### src/rtl/fp_pow_int.sv
// Iterative IEEE-754 single-precision integer power (base^n, signed n), square-and-multiply LSB first.
// Optional macro FP_POW_RECIP_EN adds a final 1.0/x step for negative n; without it negative n sets err.
module fp_pow_int #(
  parameter int EXP_W = 8
) (
  input  logic             clk,
  input  logic             rst_n,
  input  logic             start,
  input  logic [31:0]      base,
  input  logic [EXP_W-1:0] n,
  output logic             busy,
  output logic             done,
  output logic [31:0]      result,
  output logic             err
);

  localparam logic [31:0] FP_ONE = 32'h3F800000;

  typedef enum logic [2:0] {
    IDLE,
    MULT,
    SQUARE,
`ifdef FP_POW_RECIP_EN
    RECIP,
`endif
    DONE
  } state_t;

  state_t           state, state_next;
  logic [31:0]      acc, acc_next;
  logic [31:0]      sq, sq_next;
  logic [EXP_W-1:0] mag, mag_next;
  logic             neg, neg_next;
  logic             err_next;
  logic [EXP_W-1:0] n_abs;
  logic [31:0]      mul_a, mul_b, mul_out;

  // Single-precision multiply, round-to-nearest-even; subnormals are flushed to zero.
  function automatic logic [31:0] fp_mul(input logic [31:0] a, input logic [31:0] b);
    logic               s;
    logic [7:0]         ea, eb;
    logic [23:0]        am, bm;
    logic [47:0]        p;
    logic [22:0]        m;
    logic               g, st, rnd;
    logic [23:0]        mr;
    logic signed [9:0]  e;
    logic               a_nan, b_nan, a_inf, b_inf, a_zero, b_zero;
    s      = a[31] ^ b[31];
    ea     = a[30:23];
    eb     = b[30:23];
    a_nan  = (&ea) && (|a[22:0]);
    b_nan  = (&eb) && (|b[22:0]);
    a_inf  = (&ea) && !(|a[22:0]);
    b_inf  = (&eb) && !(|b[22:0]);
    a_zero = (ea == 8'd0);
    b_zero = (eb == 8'd0);
    am     = {1'b1, a[22:0]};
    bm     = {1'b1, b[22:0]};
    p      = {24'd0, am} * {24'd0, bm};
    if (p[47]) begin
      m  = p[46:24];
      g  = p[23];
      st = |p[22:0];
      e  = $signed({2'b00, ea}) + $signed({2'b00, eb}) - 10'sd126;
    end else begin
      m  = p[45:23];
      g  = p[22];
      st = |p[21:0];
      e  = $signed({2'b00, ea}) + $signed({2'b00, eb}) - 10'sd127;
    end
    rnd = g & (st | m[0]);
    mr  = {1'b0, m} + {23'd0, rnd};
    if (mr[23]) e = e + 10'sd1;
    if (a_nan || b_nan || (a_inf && b_zero) || (a_zero && b_inf)) return 32'h7FC00000;
    else if (a_inf || b_inf)   return {s, 8'hFF, 23'd0};
    else if (a_zero || b_zero) return {s, 31'd0};
    else if (e >= 10'sd255)    return {s, 8'hFF, 23'd0};
    else if (e <= 10'sd0)      return {s, 31'd0};
    else                       return {s, e[7:0], mr[22:0]};
  endfunction

`ifdef FP_POW_RECIP_EN
  // Single-precision 1.0/x: quotient 2^49 / mantissa gives 26-27 significant bits plus a remainder for sticky.
  function automatic logic [31:0] fp_recip(input logic [31:0] x);
    logic               s;
    logic [7:0]         ex;
    logic [49:0]        num, den;
    logic [26:0]        q;
    logic               rem_nz, rnd;
    logic [23:0]        mr;
    logic signed [9:0]  e;
    s      = x[31];
    ex     = x[30:23];
    num    = 50'd1 << 49;
    den    = {26'd0, 1'b1, x[22:0]};
    q      = 27'(num / den);
    rem_nz = ((num % den) != 50'd0);
    e      = 10'sd253 - $signed({2'b00, ex});
    if (q[26]) begin
      mr = 24'd0;
      e  = e + 10'sd1;
    end else begin
      rnd = q[1] & (q[0] | rem_nz | q[2]);
      mr  = {1'b0, q[24:2]} + {23'd0, rnd};
      if (mr[23]) e = e + 10'sd1;
    end
    if ((&ex) && (|x[22:0]))  return 32'h7FC00000;
    else if (&ex)             return {s, 31'd0};
    else if (ex == 8'd0)      return {s, 8'hFF, 23'd0};
    else if (e <= 10'sd0)     return {s, 31'd0};
    else                      return {s, e[7:0], mr[22:0]};
  endfunction
`endif

  assign n_abs   = n[EXP_W-1] ? (~n + EXP_W'(1)) : n;
  assign busy    = (state != IDLE);
  assign done    = (state == DONE);
  assign mul_out = fp_mul(mul_a, mul_b);

  // The one multiplier serves acc*sq in MULT and sq*sq in SQUARE.
  always_comb begin
    mul_a = acc;
    mul_b = sq;
    if (state == SQUARE) mul_a = sq;
  end

  // Next-state and datapath updates.
  always_comb begin
    state_next = state;
    acc_next   = acc;
    sq_next    = sq;
    mag_next   = mag;
    neg_next   = neg;
    case (state)
      IDLE: begin
        if (start) begin
          acc_next   = FP_ONE;
          sq_next    = base;
          mag_next   = n_abs;
          neg_next   = n[EXP_W-1];
          state_next = (n_abs == '0) ? DONE : MULT;
        end
      end
      MULT: begin
        if (mag[0]) acc_next = mul_out;
        if (mag == EXP_W'(1)) begin
`ifdef FP_POW_RECIP_EN
          state_next = neg ? RECIP : DONE;
`else
          state_next = DONE;
`endif
        end else begin
          state_next = SQUARE;
        end
      end
      SQUARE: begin
        sq_next    = mul_out;
        mag_next   = mag >> 1;
        state_next = MULT;
      end
`ifdef FP_POW_RECIP_EN
      RECIP: begin
        acc_next   = fp_recip(acc);
        state_next = DONE;
      end
`endif
      DONE:    state_next = IDLE;
      default: state_next = IDLE;
    endcase
  end

`ifdef FP_POW_RECIP_EN
  assign err_next = 1'b0;
`else
  assign err_next = neg_next;
`endif

  always_ff @(posedge clk or negedge rst_n) begin
    if (!rst_n) begin
      state  <= IDLE;
      acc    <= 32'h0;
      sq     <= 32'h0;
      mag    <= '0;
      neg    <= 1'b0;
      result <= 32'h0;
      err    <= 1'b0;
    end else begin
      state <= state_next;
      acc   <= acc_next;
      sq    <= sq_next;
      mag   <= mag_next;
      neg   <= neg_next;
      // result/err are captured on the edge that enters DONE, from the value acc is about to take.
      if (state_next == DONE) begin
        result <= acc_next;
        err    <= err_next;
      end
    end
  end

endmodule

### config.mk
export PLATFORM = sky130hd
export DESIGN_NAME = fp_pow_int
export DESIGN_NICKNAME = d
export VERILOG_FILES = /design/src/rtl/fp_pow_int.sv
export SDC_FILE = /design/constraint.sdc
export NUM_CORES = 2
export LEC_CHECK = 0
export BUFFER_PORTS_ARGS = -buffer_cell sky130_fd_sc_hd__clkbuf_2
export CAP_MARGIN = 5
export CORE_ASPECT_RATIO = 1.5
export CORE_MARGIN = 4
export CORE_UTILIZATION = 35
export CTS_CLUSTER_SIZE = 24
export DETAILED_ROUTE_END_ITERATION = 6
export SLEW_MARGIN = 20
export SYNTH_ARGS = -nofsm -noshare
export SYNTH_HDL_FRONTEND = slang
export SYNTH_SLANG_ARGS = --single-unit
### constraint.sdc
create_clock -name clk -period 16.1 [get_ports clk]
set_input_delay 1.61 -clock clk [delete_from_list [all_inputs] [get_ports clk]]
set_output_delay 1.61 -clock clk [all_outputs]
set_load 0.05 [all_outputs]
After elaboration in Yosys (flattened, before gate mapping)
Index checks and enable logic that the tools add are counted.
- add/subtract/negate cells: 6
- $mul: 1
- $lt $le $gt $ge: 2
- eq/ne operators: 6
- mux-type cells: 25
- bitwise gates (word level): 4
- reductions and logical operators: 26
- operators with widths (cell ; count):
    32-bit 2-to-1 mux ; 5
    32-bit case mux with 2 select lines ; 2
    31-bit 2-to-1 mux ; 4
    23-bit OR reduction ; 3
    24-bit by 24-bit multiplier with 48-bit output ; 1
    23-bit by 1-bit adder with 24-bit output ; 1
    8-bit zero test ; 3
    23-bit 2-to-1 mux ; 1
    22-bit OR reduction ; 1
    10-bit 2-to-1 mux ; 2
    8-bit 2-to-1 mux ; 2
    8-bit case mux with 2 select lines ; 1
    8-bit AND reduction ; 2
    10-bit by 2-bit adder with 10-bit output (second input constant) ; 1
    10-bit by 9-bit greater-or-equal comparator with 1-bit output (second input constant) ; 1
    10-bit by 1-bit less-or-equal comparator with 1-bit output (second input constant) ; 1
    10-bit by 8-bit subtractor with 10-bit output (second input constant) ; 1
    9-bit by 7-bit subtractor with 10-bit output (second input constant) ; 1
    8-bit by 8-bit adder with 9-bit output ; 1
    3-bit by 2-bit == test with 1-bit output (second input constant) ; 3
    3-bit case mux with 3 select lines ; 1
    8-bit by 1-bit adder with 8-bit output (second input constant) ; 1
    8-bit by 1-bit == test with 1-bit output (second input constant) ; 1
    8-bit NOT ; 1
    15 further kinds ; 29
- register bits after elaboration: 109
- logic and storage cells: 77

Longest topological paths before layout
- depth in word-level cells: 17
- mapped depth: 46
- gate-level depth less buffers: 38

Worst setup path before layout
No wires, ideal clock.
- kind: register -> register
- start: register state[0]
- end: register result[10]
- library setup time: 93 ps
- data arrival time: 10600 ps
- required time: 16007 ps
- setup slack: 5407 ps
- stages on the path, launching flop included: 45
- buffers on the path: 8
- period minus slack after synthesis: 10693 ps
- cell sequence: dfrtp_1 -> clkbuf_1 -> nor3b_1 -> buf_1 -> clkbuf_1 -> clkbuf_1 -> nand2_1 -> nand2_1 -> clkbuf_1 -> clkbuf_1 -> nand2_1 -> fa_1 -> inv_1 -> fa_1 -> inv_1 -> fa_1 -> inv_1 -> fa_1 -> [9 not listed] -> nand4_1 -> or3_1 -> o211a_4 -> o211a_2 -> nor2_4 -> xnor2_1 -> inv_1 -> ha_1 -> nand2_1 -> a21oi_1 -> nor2_1 -> a2111oi_0 -> nor4_1 -> o31ai_1 -> a41oi_4 -> nand4_4 -> buf_6 -> o31ai_2
- cells in the longest elaborated chain, start to end: 17
- elaborated cells between the ends (all ways): 44
- ends and longest elaborated chain (what ; RTL line ; RTL):
    start, declared ; 29 ; state_t state, state_next;
    start signal, assigned ; 189 ; state <= state_next;
    3-bit by 2-bit == test with 1-bit output ; 125, 135 ;
    32-bit 2-to-1 mux ; 125 ; if (state == SQUARE) mul_a = sq;
    24-bit by 24-bit multiplier with 48-bit output ; 60 ; p = {24'd0, am} * {24'd0, bm};
    23-bit OR reduction or 22-bit OR reduction (tied branches) ; 64, 69 ;
    1-bit 2-to-1 mux ; 61 ; if (p[47]) begin
    1-bit OR ; 72 ; rnd = g & (st | m[0]);
    1-bit AND ; 72 ;
    23-bit by 1-bit adder with 24-bit output ; 73 ; mr = {1'b0, m} + {23'd0, rnd};
    10-bit 2-to-1 mux ; 74 ; if (mr[23]) e = e + 10'sd1;
    10-bit by 1-bit less-or-equal comparator with 1-bit output ; 79 ; else if (e <= 10'sd0) return {s, 31'd0};
    31-bit 2-to-1 mux ; 79 ;
    31-bit 2-to-1 mux ; 78 ; else if (e >= 10'sd255) return {s, 8'hFF, 23'd0};
    31-bit 2-to-1 mux ; 77 ; else if (a_zero || b_zero) return {s, 31'd0};
    31-bit 2-to-1 mux ; 76 ; else if (a_inf || b_inf) return {s, 8'hFF, 23'd0};
    32-bit 2-to-1 mux ; 75 ; if (a_nan || b_nan || (a_inf && b_zero) || (a_zero && b_inf)) return 32'h7FC00000;
    32-bit 2-to-1 mux ; 146 ; if (mag[0]) acc_next = mul_out;
    32-bit case mux with 2 select lines ; 135 ; case (state)
    end signal, assigned ; 196 ; result <= acc_next;
    end, declared ; 13 ; output logic [31:0] result,
Several ways; a longest one is shown, not always the timed one.
A chain may end at the register's enable or synchronous reset.

Final worst setup path
- start: register state[0]
- end: register result[21]
The elaborated chain is that of the path after synthesis.

==> summary.txt <==
STA
  • Unrepaired setup endpoints after global routing: false
  • Setup TNS after final layout: 0 ps
  • Worst Tran Pin Value: 1180 ps
  • Final Hold Violating Endpoints: 0
  • Setup Viol. Count Final: 0
  • Crit path time final: 13360 ps
  • Maximum operating frequency: 74.8 MHz
  • Max-slew headroom: 0.204
  • Worst Setup Slack, final: 2740 ps
  • Post-route worst hold slack: 474 ps
  • Clock Skews: 17.9 ps
  • Part of the cycle the worst path needs: 0.830
  • Final Max Tran Viols: 0

Global route
  • Wire length of the first global-routing pass: 140000 microns
  • Busiest layer in global routing: met2
  • GR met3 Demand/Resource: 0.0205
  • Vias in the first global route: 23345
  • Met2 Resource Use GR: 0.422
  • GRT Total Usage: 0.227
  • Met1 Use GR: 0.249
  • Maximum number of pins on one net before global-route repair: 84
  • Initial antenna violation count: 1
  • Global route overflow: 0

Detailed routing
  • Post-detailed-route via-to-cell ratio: 5.31
  • Final ANT Viol Nets: 0
  • Wire length per cell after detailed routing: 22.1 microns
  • Initial DRT Pass Iterations: 5
  • Vias: 21919
  • Total wire length after detailed routing: 91100 microns
  • DR iter-0 viols: 1418
  • # DRC: 0

Finish
  • Final core occ: 0.378
  • Proportion of layout cells with a drive suffix above 1: 0.0682
  • Area growth from synthesis to layout: 6.58%
  • Post-layout net count: 3831

Clocking
  • Clock-pin slew on the worst setup and hold paths: 80 ps
  • Sink count of the clock tree: 109
  • Source-to-sink clock delay at the later pin of the worst-skew pair: 350 ps
  • Number of gates resized after CTS: 0
  • Root buf cell: clkbuf_16
  • Clock buffers created by TritonCTS: 9
  • Clock tree from TritonCTS: yes
  • Number of hold buffers added after CTS: 0
  • CTS HTree Levels: 3
  • Post-CTS repair timing setup buffer count: 0
  • Buffers from clock root to sink, at most: 2

Logic synthesis
  • Number of distinct library cells after synthesis: 96
  • Synthesized area: 0.0267 sq mm
  • Fraction of the yosys area taken by sequential cells: 0.102
  • Number of synthesized flops with an enable pin: 0
  • Post-synthesis average cell area: 8.51 sq um
  • Warnings from Yosys: 0
  • Syn Nets: 3849
  • Prevailing post-synth register cell: dfrtp_1
  • Number of instances in the synthesized netlist: 3137
  • Proportion of register bits with asynchronous set or reset after synthesis: 1.00
  • #FFs+latches synth: 109

Setup path
  • Endpoint arrival time on the critical path: 13600 ps
  • Cell seen most often among critical-path stages: inv_1
  • Reg2reg path depth: 37
  • Required time reported for the critical path endpoint: 16340 ps
  • Startpoint-to-endpoint class of the critical path: flip-flop to flip-flop
  • Category of the worst setup path capture point: flip-flop
  • Slowest CP cell: mux2i_2
  • Reg2reg setup slack: 2740 ps
  • Biggest fanout along the worst timing path: 49
  • Largest stage delay on the critical path: 920 ps
  • CP startpoint kind: flip-flop

Flow run
  • Number of maximum-capacitance violations: 0

Outcome
  • Status: complete, no violations

Place
  • Dpl hpwl: 73200 microns
  • Quantity of I/O buffers inserted on ports: 77
  • Worst-case setup slack after placement: 2630 ps
  • Final Wtd Congestion: 0.958

Die
  • Die outline height: 346 microns
  • Starting utilization of the core area: 0.355
  • IO Count: 78
  • Area inside the core boundary: 0.0753 sq mm
  • Die Footprint: 0.0809 sq mm
  • Width of the die: 234 microns
  • Standard-cell rows: 123

Min path
  • Hold WC Path Type: flip-flop to flip-flop
  • Hold Crit Depth: 2
## stage by stage
stage | cell area (sq um) | cells
2_1_floorplan | 26700 | 3137
3_3_place_gp | 28100 | 4107
3_5_place_dp | 28100 | 4107
4_1_cts | 28400 | 4123
5_1_grt | 28500 | 4124
6_report | 28500 | 4125
## critical path, delay by kind of cell, from the launching register on
kind	cells	cell delay, ps
compound gates	10	2600
buf+inv	9	1680
simple gates	7	3090
xor+xnor	1	300
fa+ha+maj	9	4070
mux	1	920
flops	1	480
## flip-flops by register name, indices dropped and copies added, names as in the netlist
| signal | count |
|---|---|
| mag | 8 |
| state | 3 |
| acc | 32 |
| mul_b | 32 |
| err | 1 |
| neg | 1 |
| result | 32 |
## final cells by class
cell class / count / area [sq um]
Clock inverter: 5 / 66.3
Timing Repair Buffer: 131 / 801
Sequential cell: 109 / 2730
Tap cell: 1000 / 1250
Clock buffer: 11 / 243
Inverter: 610 / 2290
Multi-Input combinational cell: 2258 / 21100
Antenna cell: 1 / 2.50
Fill cell: 7792 / 46800
## cell usage in the layout (no fill, tap or decap), types with 48 or more instances in the layout
master	instances
and2_1	154
buf_4	53
a21oi_1	106
clkbuf_2	76
nor2_1	164
nand2_1	454
fa_1	483
ha_1	186
dfrtp_1	107
o21ai_0	71
xnor2_1	48
inv_1	608
o21ai_1	60
## final timing paths
check / start / end
worst max-delay path: state[0]$_DFF_PN0_ / result[21]$_DFFE_PN0N_
worst min-delay path: neg$_DFF_PN0_ / neg$_DFF_PN0_
worst max register to register: state[0]$_DFF_PN0_ / result[21]$_DFFE_PN0N_
worst min register to register: neg$_DFF_PN0_ / neg$_DFF_PN0_
max in group asynchronous: rst_n / mul_b[24]$_DFFE_PN0P_
min in group asynchronous: rst_n / mag[0]$_DFFE_PN0P_
## per-layer routing
metal	wire length (microns)	up-vias
met5	0	-
met3	4140	244
met1	32000	11124
met4	6730	0
met2	48300	744
li1	-	9807
## Yosys cell counts, types with 4 or more instances
master,instances,area share
o211ai_1,20,0.0056
nand3_1,30,0.0056
and3_1,27,0.0063
nand2b_1,10,0.0023
a31oi_1,18,0.0042
a2111oi_0,7,0.0023
mux2i_1,23,0.0086
ha_1,186,0.087
a2bb2oi_1,4,0.0013
xor2_1,34,0.011
buf_2,27,0.0051
nor4_1,23,0.0054
clkbuf_1,125,0.018
a211oi_1,17,0.0048
o21ai_0,76,0.014
xnor2_1,48,0.016
nand3b_1,4,0.0011
nand4_1,34,0.0080
and2_1,155,0.036
a21o_1,16,0.0045
dfrtp_1,109,0.10
and4_1,11,0.0036
a21boi_0,4,0.0011
a22oi_1,13,0.0037
fa_1,483,0.36
nor2b_1,39,0.0091
a32o_1,4,0.0015
o31ai_2,17,0.0080
o21ai_1,58,0.011
nor2_1,165,0.023
nand2_1,454,0.064
or3_1,9,0.0021
a211o_1,5,0.0016
o21a_1,20,0.0056
or4_1,5,0.0014
o31ai_1,15,0.0042
nor3_1,38,0.0071
a21oi_1,106,0.020
o21bai_1,5,0.0014
inv_1,609,0.086
## kinds of logic after synthesis
family,after synthesis,share of synthesized area
buffers and inverters,770,0.110
and+or+nand+nor,1029,0.186
xor gates and xnor gates,84,0.0285
other,1,0.000140
muxes,25,0.00947
DFF,109,0.102
AOI/OAI and AO/OA,450,0.114
adders and majority gates,669,0.449
Power is left out: the tool's default activity adds up to more than one toggle a clock period on the data nets, which glitch-free logic cannot reach.
